**src/rtl/aimbot_pkg.sv**
```systemverilog
// Shared tile geometry and index-width helpers for the bin window path.
package aimbot_pkg;

   localparam int unsigned COMP_WIDTH  = 8;
   localparam int unsigned COMP_HEIGHT = 10;
   localparam int unsigned SUM_W       = 7;
   localparam int unsigned PART_W      = 4;

   // Index width that never collapses to zero bits for single-entry ranges.
   function automatic int unsigned idx_w(input int unsigned n);
      return (n <= 1) ? 1 : $clog2(n);
   endfunction

   function automatic int unsigned tile_x_w(input int unsigned h_act);
      return idx_w(h_act / COMP_WIDTH);
   endfunction

   function automatic int unsigned tile_y_w(input int unsigned v_act);
      return idx_w(v_act / COMP_HEIGHT);
   endfunction

endpackage

```
**src/rtl/tile_accum_ram.sv**
```systemverilog
// Per-tile-column vertical hit accumulator: combinational read, registered write.
module tile_accum_ram
   import aimbot_pkg::*;
#(
   parameter int unsigned DEPTH = 160,
   parameter int unsigned AW    = 8,
   parameter int unsigned DW    = SUM_W
) (
   input  logic          clk,
   input  logic          i_we,
   input  logic [AW-1:0] i_waddr,
   input  logic [DW-1:0] i_wdata,
   input  logic [AW-1:0] i_raddr,
   output logic [DW-1:0] o_rdata
);

   logic [DW-1:0] r_mem [DEPTH];

   // Contents need no reset: the first line of every tile row overwrites.
   always_ff @(posedge clk) begin
      if (i_we) r_mem[i_waddr] <= i_wdata;
   end

   assign o_rdata = r_mem[i_raddr];

endmodule

```
**src/rtl/pixel_compressor.sv**
```systemverilog
// Classifies pixels against a colour box and emits one binary bin per 8x10 tile.
module pixel_compressor
   import aimbot_pkg::*;
#(
   parameter int unsigned H_ACT       = 1280,
   parameter int unsigned V_ACT       = 720,
   parameter logic [7:0]  R_MIN       = 8'd160,
   parameter logic [7:0]  G_MAX       = 8'd96,
   parameter logic [7:0]  B_MAX       = 8'd96,
   parameter int unsigned TILE_THRESH = 40,
   localparam int unsigned XW  = $clog2(H_ACT),
   localparam int unsigned TXW = tile_x_w(H_ACT),
   localparam int unsigned TYW = tile_y_w(V_ACT)
) (
   input  logic           clk,
   input  logic           rst,
   input  logic           vsync,
   input  logic           de,
   input  logic [7:0]     r,
   input  logic [7:0]     g,
   input  logic [7:0]     b,
   input  logic [XW-1:0]  x,
   output logic           valid,
   output logic           bin,
   output logic           cls,
   output logic [TXW-1:0] tile_x,
   output logic [TYW-1:0] tile_y
);

   localparam int unsigned CB  = $clog2(COMP_WIDTH);
   localparam int unsigned LW  = $clog2(COMP_HEIGHT);
   localparam int unsigned NTX = H_ACT / COMP_WIDTH;
   localparam int unsigned NTY = V_ACT / COMP_HEIGHT;

   logic              r_hit1, r_de1;
   logic [XW-1:0]     r_x1;
   logic [PART_W-1:0] r_part2;
   logic              r_done2, r_de2;
   logic [TXW-1:0]    r_tx2;
   logic              r_v3;
   logic [SUM_W-1:0]  r_sum3;
   logic [TXW-1:0]    r_tx3;
   logic [TYW-1:0]    r_ty3;
   logic              r_vs_d;
   logic [LW-1:0]     r_line;
   logic [TYW-1:0]    r_row;

   logic              w_vs_rise, w_de_fall, w_first_px, w_last_px, w_last_line;
   logic [SUM_W-1:0]  w_rdata, w_sum;

   assign w_vs_rise   = vsync & ~r_vs_d;
   // de fall seen at the S3 stage so the column in flight still uses the old line count.
   assign w_de_fall   = r_de2 & ~r_de1;
   assign w_first_px  = (r_x1[CB-1:0] == CB'(0));
   assign w_last_px   = (r_x1[CB-1:0] == CB'(COMP_WIDTH - 1));
   assign w_last_line = (r_line == LW'(COMP_HEIGHT - 1));
   assign w_sum       = (r_line == '0) ? SUM_W'(r_part2) : w_rdata + SUM_W'(r_part2);

   tile_accum_ram #(.DEPTH(NTX), .AW(TXW), .DW(SUM_W)) u_ram (
      .clk     (clk),
      .i_we    (r_done2),
      .i_waddr (r_tx2),
      .i_wdata (w_sum),
      .i_raddr (r_tx2),
      .o_rdata (w_rdata)
   );

   // S1 classify, S2 horizontal partial, S3 vertical accumulate, then output register.
   always_ff @(posedge clk or posedge rst) begin
      if (rst) begin
         r_hit1  <= 1'b0;
         r_de1   <= 1'b0;
         r_x1    <= '0;
         r_part2 <= '0;
         r_done2 <= 1'b0;
         r_de2   <= 1'b0;
         r_tx2   <= '0;
         r_v3    <= 1'b0;
         r_sum3  <= '0;
         r_tx3   <= '0;
         r_ty3   <= '0;
      end else begin
         r_hit1  <= de & (r >= R_MIN) & (g <= G_MAX) & (b <= B_MAX);
         r_de1   <= de;
         r_x1    <= x;
         r_de2   <= r_de1;
         r_done2 <= r_de1 & w_last_px;
         r_tx2   <= TXW'(r_x1 >> CB);
         if (w_vs_rise)
            r_part2 <= '0;
         else if (r_de1)
            r_part2 <= w_first_px ? PART_W'(r_hit1) : r_part2 + PART_W'(r_hit1);
         r_v3    <= r_done2 & w_last_line;
         r_sum3  <= w_sum;
         r_tx3   <= r_tx2;
         r_ty3   <= r_row;
      end
   end

   // Line-in-tile and tile-row counters.
   always_ff @(posedge clk or posedge rst) begin
      if (rst) begin
         r_line <= '0;
         r_row  <= '0;
      end else if (w_vs_rise) begin
         r_line <= '0;
         r_row  <= '0;
      end else if (w_de_fall) begin
         if (w_last_line) begin
            r_line <= '0;
            r_row  <= (r_row == TYW'(NTY - 1)) ? '0 : r_row + TYW'(1);
         end else begin
            r_line <= r_line + LW'(1);
         end
      end
   end

   always_ff @(posedge clk or posedge rst) begin
      if (rst) begin
         r_vs_d <= 1'b0;
         valid  <= 1'b0;
         bin    <= 1'b0;
         cls    <= 1'b0;
         tile_x <= '0;
         tile_y <= '0;
      end else begin
         r_vs_d <= vsync;
         cls    <= w_vs_rise;
         valid  <= r_v3;
         if (r_v3) begin
            bin    <= (r_sum3 >= SUM_W'(TILE_THRESH));
            tile_x <= r_tx3;
            tile_y <= r_ty3;
         end else begin
            bin    <= 1'b0;
         end
      end
   end

endmodule

```
**config.mk**
```make
export PLATFORM = sky130hd
export DESIGN_NAME = pixel_compressor
export DESIGN_NICKNAME = d
export VERILOG_FILES = /design/src/rtl/aimbot_pkg.sv /design/src/rtl/tile_accum_ram.sv /design/src/rtl/pixel_compressor.sv
export SDC_FILE = /design/constraint.sdc
export NUM_CORES = 1
export LEC_CHECK = 0
export CORE_MARGIN = 4
export CORE_UTILIZATION = 30
export CTS_CLUSTER_SIZE = 20
export DETAILED_ROUTE_END_ITERATION = 8
export GPL_ROUTABILITY_DRIVEN = 0
export GPL_TIMING_DRIVEN = 1
export PLACE_DENSITY_LB_ADDON = 0.12
export SLEW_MARGIN = 15
export SYNTH_ARGS = -nofsm -noshare
export SYNTH_HDL_FRONTEND = slang
export SYNTH_SLANG_ARGS = --single-unit
```
**constraint.sdc**
```tcl
create_clock -name clk -period 11.8 [get_ports clk]
set_input_delay 2.95 -clock clk [delete_from_list [all_inputs] [get_ports clk]]
set_output_delay 2.95 -clock clk [all_outputs]
set_load 0.01 [all_outputs]
```
**Word-level counts from Yosys, hierarchy flattened**

Memory sizes are Yosys's and may differ from the RTL's.
Index checks and enable logic that the tools add are counted.
W data, S select, Z words.

- Bits in registers: 80
- Latch bits: 0
- Memory bits (writable): 1,120
- Bits in read-only memories: 0
- Input bits: 39
- Output and inout port bits: 18
- Memories kept: 1

- $add $sub $neg: 4
- Multipliers: 0
- Div/mod/pow operators: 0
- $lt $le $gt $ge: 4
- Equality and inequality tests: 3
- Shift operators: 0
- Multiplexer cells: 14
- Bitwise gates (word level): 9
- Reductions and logical operators: 6

Memory list:

| memory | depth | bits a word | rd ports | clocked after Yosys merged registers in | write ports | line | RTL |
|---|---|---|---|---|---|---|---|
| u_ram.r_mem | 160 | 7 | 1 | 0 | 1 | tile_accum_ram.sv:17 | `logic [DW-1:0] r_mem [DEPTH];` |

Operator list:

| operator | count |
|---|---|
| $mux W7 | 5 |
| $mux W4 | 6 |
| $le A8 B7 Y1 const B | 2 |
| $ge A8 B8 Y1 const B | 1 |
| $add A7 B1 Y7 const B | 1 |
| $add A7 B4 Y7 | 1 |
| $and A1 B1 Y1 | 7 |
| $eq A7 B7 Y1 const B | 1 |
| $ge A7 B6 Y1 const B | 1 |
| $reduce_bool A2 Y1 | 3 |
| $add A4 B1 Y4 | 1 |
| $add A4 B1 Y4 const B | 1 |
| $eq A4 B4 Y1 const B | 1 |
| $logic_not A4 Y1 | 1 |
| $eq A3 B3 Y1 const B | 1 |
| $logic_not A3 Y1 | 1 |
| $mux W1 | 3 |
| $not A1 Y1 | 2 |
| $reduce_and A2 Y1 | 1 |

**Depth between registers and ports, before layout**

- Word-level depth: 5
- Depth in mapped cells: 19
- Depth with buffers taken out: 14

**Modules after synthesis**

From an unflattened synthesis, not the netlist that was laid out.

- Cells, all modules: 2,590
- Area total of the unflattened synthesis: 47,888.4 µm²

By module, submodules not included:

| module | instances | cells each | area each (µm²) | sequential area each (µm²) |
|---|---|---|---|---|
| tile_accum_ram | 1 | 2,363 | 44,899.3 | 33,632.3 |
| pixel_compressor | 1 | 227 | 2,989.1 | 1,926.8 |

**Least setup slack after synthesis**

No wires, ideal clock.

- Path kind: register to register
- From: reg r_tx2[0]
- To: mem u_ram.r_mem[0][2] (netlist bit) (data pin)
- Setup time: 1,444 ps
- Arrival: 9,538 ps
- Slack: 818 ps
- Stages on the path, launching flop included: 14
- Cell sequence: dfrtp_1 > buf_6 > buf_6 > buf_6 > buf_2 > buf_4 > mux4_2 > mux4_2 > a32oi_1 > o211ai_1 > ha_1 > fa_1 > xnor2_1 > o21ai_0

- Longest elaborated chain between the ends: 3

Ends and longest elaborated chain:

| what | line | RTL |
|---|---|---|
| from (decl) | pixel_compressor.sv:39 | `logic [TXW-1:0] r_tx2;` |
| from (signal assigned) | pixel_compressor.sv:88 | `r_tx2 <= TXW'(r_x1 >> CB);` |
| $mem_v2 Z160 W7 | -- |  |
| $add A7 B4 Y7 | pixel_compressor.sv:57 | `assign w_sum = (r_line == '0) ? SUM_W'(r_part2) : w_rdata + SUM_W'(r_part2);` |
| $mux W7 | pixel_compressor.sv:57 |  |
| via u_ram.i_wdata[2] | tile_accum_ram.sv:12 | `input logic [DW-1:0] i_wdata,` |
| to (decl) | tile_accum_ram.sv:17 |  |

The timed path passes the listed nets, and every way through them passes these cells.

**Final worst setup path**

- From: reg r_tx2[0]
- To: mem u_ram.r_mem[149][4] (netlist bit) (data pin)

The elaborated chain is that of the path after synthesis.

==> reports/metrics.cfg <==
[setup_path]
required_ns=12.23
r2r_end=u_ram.r_mem[149][4]$_DFFE_PP_
critPathLaunch=r_tx2[0]$_DFF_PP0_
r2r_slack_ns=4.49
reg2regPathDepth=14
reg2reg_from=r_tx2[0]$_DFF_PP0_
worstSetupPathType=reg2reg
endpoint_kind=register
cp-start-kind=register
crit_arrival_ns=7.74
worstPathMaxFanout=96

[cts]
cts_resized=0
clkLatencyLatePin_ns=0.78
clockRootBuffer=clkbuf_16
post_cts_buffers=0
numCtsBuffers=137
cts_max_level=4
hold_buffers=0
tritoncts=built
cts_sinks=1197
cts_buffer_depth=3
clk_pin_slew_ns=0.05

[timing]
setup_viol=0
max_slew_margin_pct=19.7
tightestPinTransition_ns=1.20
period_share_pct=62.0
worst_slack_ns=4.49
fmax_mhz=137
rsz0062_at_grt=false
fin_skew_ns=0.0318
period_minus_slack_ns=7.31
drv_slew=0
hold_viol=0
fin_tns_setup_ns=0

[drt]
via_per_inst=5.03
drt_iter0_markers=2087
drt-total-wl_mm=128
post_drt_wl_per_cell_microns=28.6
drt_first_pass_iters=5
drcViolationCount=0
ant_nets=0
num_vias=22500

[global_routing]
gr-usage-met1_pct=21.0
grt_first_pass_wirelength_mm=183
met3_usage_pct=3.84
busiest_layer=met2
grtUsageTotal_pct=15.9
grt_pass1_vias=23700
grt.overflow.total=0
grtUsageMet2_pct=25.8
grt_antenna_before_repair=3
grt_max_degree=113

[placed_design]
port_buffers=51
hpwl_mm=77.8
dp_slack_ns=4.33

[cells_and_area]
area_growth_pct=15.5
nets=2379
fillers=14300
final_layout_size_suffix_gt1_share_pct=24.1

[synth]
syn_inst=2206
syn_area_per_cell_sq_um=21.2
netlist_area_sq_mm=0.0467
yosys.area.top_type=edfxtp_1
ys.warnings.count=0
synthTopCellsByArea=edfxtp_1 72%, mux4_2 15%, dfrtp_1 4.1%
yosys.area.top_type_share_pct=72.0
synth_adder_area_share_pct=0.311
synthMuxAreaShare_pct=16.5
synth-compound-area-share_pct=1.96
synth_flop_cell=edfxtp_1
syn_nets=2256
synth-seq-cells=1197
ys_types=67
ys_seq_area_share_pct=76.2
synth-simple-area-share_pct=3.40
synth_top_family_by_area=multiplexers
async_flop_share_pct=6.43
synth_edf_count=1120
synth-xor-area-share_pct=0.0938

[floorplan]
rows=144
initial_core_util_pct=30.2
die_width_microns=402
ios=57
die_area_sq_mm=0.162
core_region_area_sq_mm=0.154
die_h_microns=402

[pwr]
power-per-cell-area_mw_per_mm2=178
ir_worst_vdd_v=0.000115
leakage_nw=16.9

[min_path]
worstHoldPathCells=0
hp-class=reg2reg
hold-path-endpoint=r_tx2[3]$_DFF_PP0_
worst_hold_startpoint=r_x1[6]$_DFF_PP0_

[outcome]
status=complete, no violations

[job]
cap_violations=0

-- synthesized netlist by cell type (all sizes together), types with 10 or more instances --
| cell type | n |
|---|---|
| dfrtp | 77 |
| nand3 | 30 |
| mux2 | 19 |
| edfxtp | 1120 |
| clkbuf | 43 |
| nand2b | 11 |
| nor2 | 177 |
| a211oi | 11 |
| mux2i | 46 |
| nor2b | 15 |
| a22oi | 22 |
| buf | 77 |
| nor3 | 19 |
| mux4 | 312 |
| ha | 10 |
| a21oi | 22 |
| o21ai | 20 |
| nand2 | 62 |
-- worst max-delay path by stage --
stage                                                to  depth (start not counted)
final                     u_ram.r_mem[149][4]$_DFFE_PP_                         14
after global routing       u_ram.r_mem[41][4]$_DFFE_PP_                         14
after CTS                 u_ram.r_mem[110][6]$_DFFE_PP_                         14
after detailed placement   u_ram.r_mem[48][6]$_DFFE_PP_                         14
after global placement     u_ram.r_mem[33][6]$_DFFE_PP_                         14
after floorplan             u_ram.r_mem[0][2]$_DFFE_PP_                         13
-- cells in the final DEF, fill, tap and decap left out, types with 29 or more instances in the layout --
cell and count:
edfxtp_1 1120, mux4_2 312, nor2_1 172, clkbuf_16 140
dfrtp_1 73, nand2_1 62, clkdlybuf4s50_1 51, mux2i_1 46
buf_4 46, clkbuf_1 34, nand3_1 30, clkinv_1 29
-- layer usage --
| metal | routed length, microns | part of all wire (%) |
|---|---|---|
| met1 | 54800 | 43 |
| met4 | 3560 | 2.8 |
| met2 | 62300 | 49 |
| met3 | 7590 | 5.9 |
| met5 | 0 | 0 |
-- sequential cells by signal, indices dropped and copies added, names as in the netlist, 4 cells and up --
register     count
u_ram.r_mem   1120
r_x1            11
r_tx2            8
r_tx3            8
tile_x           8
r_row            7
r_ty3            7
tile_y           7
r_line           4
r_part2          4
r_sum3           4
-- logic make-up after synthesis --
group / Yosys count
DFF: 1197
muxes: 377
and+or+nand+nor: 353
AOI/OAI and AO/OA: 133
buffers and inverters: 130
adders and majority gates: 11
xor gates and xnor gates: 5
-- per-stage QoR --
stage          std cells  hold slack, ns  total power [mW]  utilization [%]  cell area [sq um]
6_report            4481           0.359              9.60             34.9              53900
5_1_grt             4479           0.365              9.96             34.9              53900
4_1_cts             4475           0.360              9.74             34.9              53900
3_5_place_dp        4233           0.336              5.66             32.1              49600
3_3_place_gp        4233           0.342              5.63             32.1              49600
2_1_floorplan       2206           0.331              5.39                -              46700
-- report_power, final --
part           internal, mW  switching (mW)
Sequential             4.88          0.0218
Combinational         0.177           0.480
Clock                  2.34            1.70
Total                  7.40            2.20
-- worst max-delay path: stages, from the launching register on --
cell and delay [ns]:
dfrtp_4 1.04, buf_4 0.64, buf_4 0.56, mux4_2 0.62, mux4_2 0.53, mux2i_1 0.38
o211ai_1 0.19, ha_1 0.27, fa_1 0.45, a21o_1 0.19, a21oi_1 0.27, xor2_1 0.15
nor2_4 0.09, buf_4 0.56, buf_4 0.76
-- area by class of cell --
class | instances | area (sq um) | area share, %
clock buffer | 181 | 3730 | 6.91
sequential | 1197 | 35600 | 66.0
antenna | 5 | 12.5 | 0.0232
timing repair buffer | 104 | 1000 | 1.86
multi-input combinational | 879 | 10500 | 19.4
clock inverter | 61 | 538 | 0.998
inverter | 10 | 38.8 | 0.0719
tap | 2044 | 2560 | 4.74
Power figures use the tool's default switching activity.
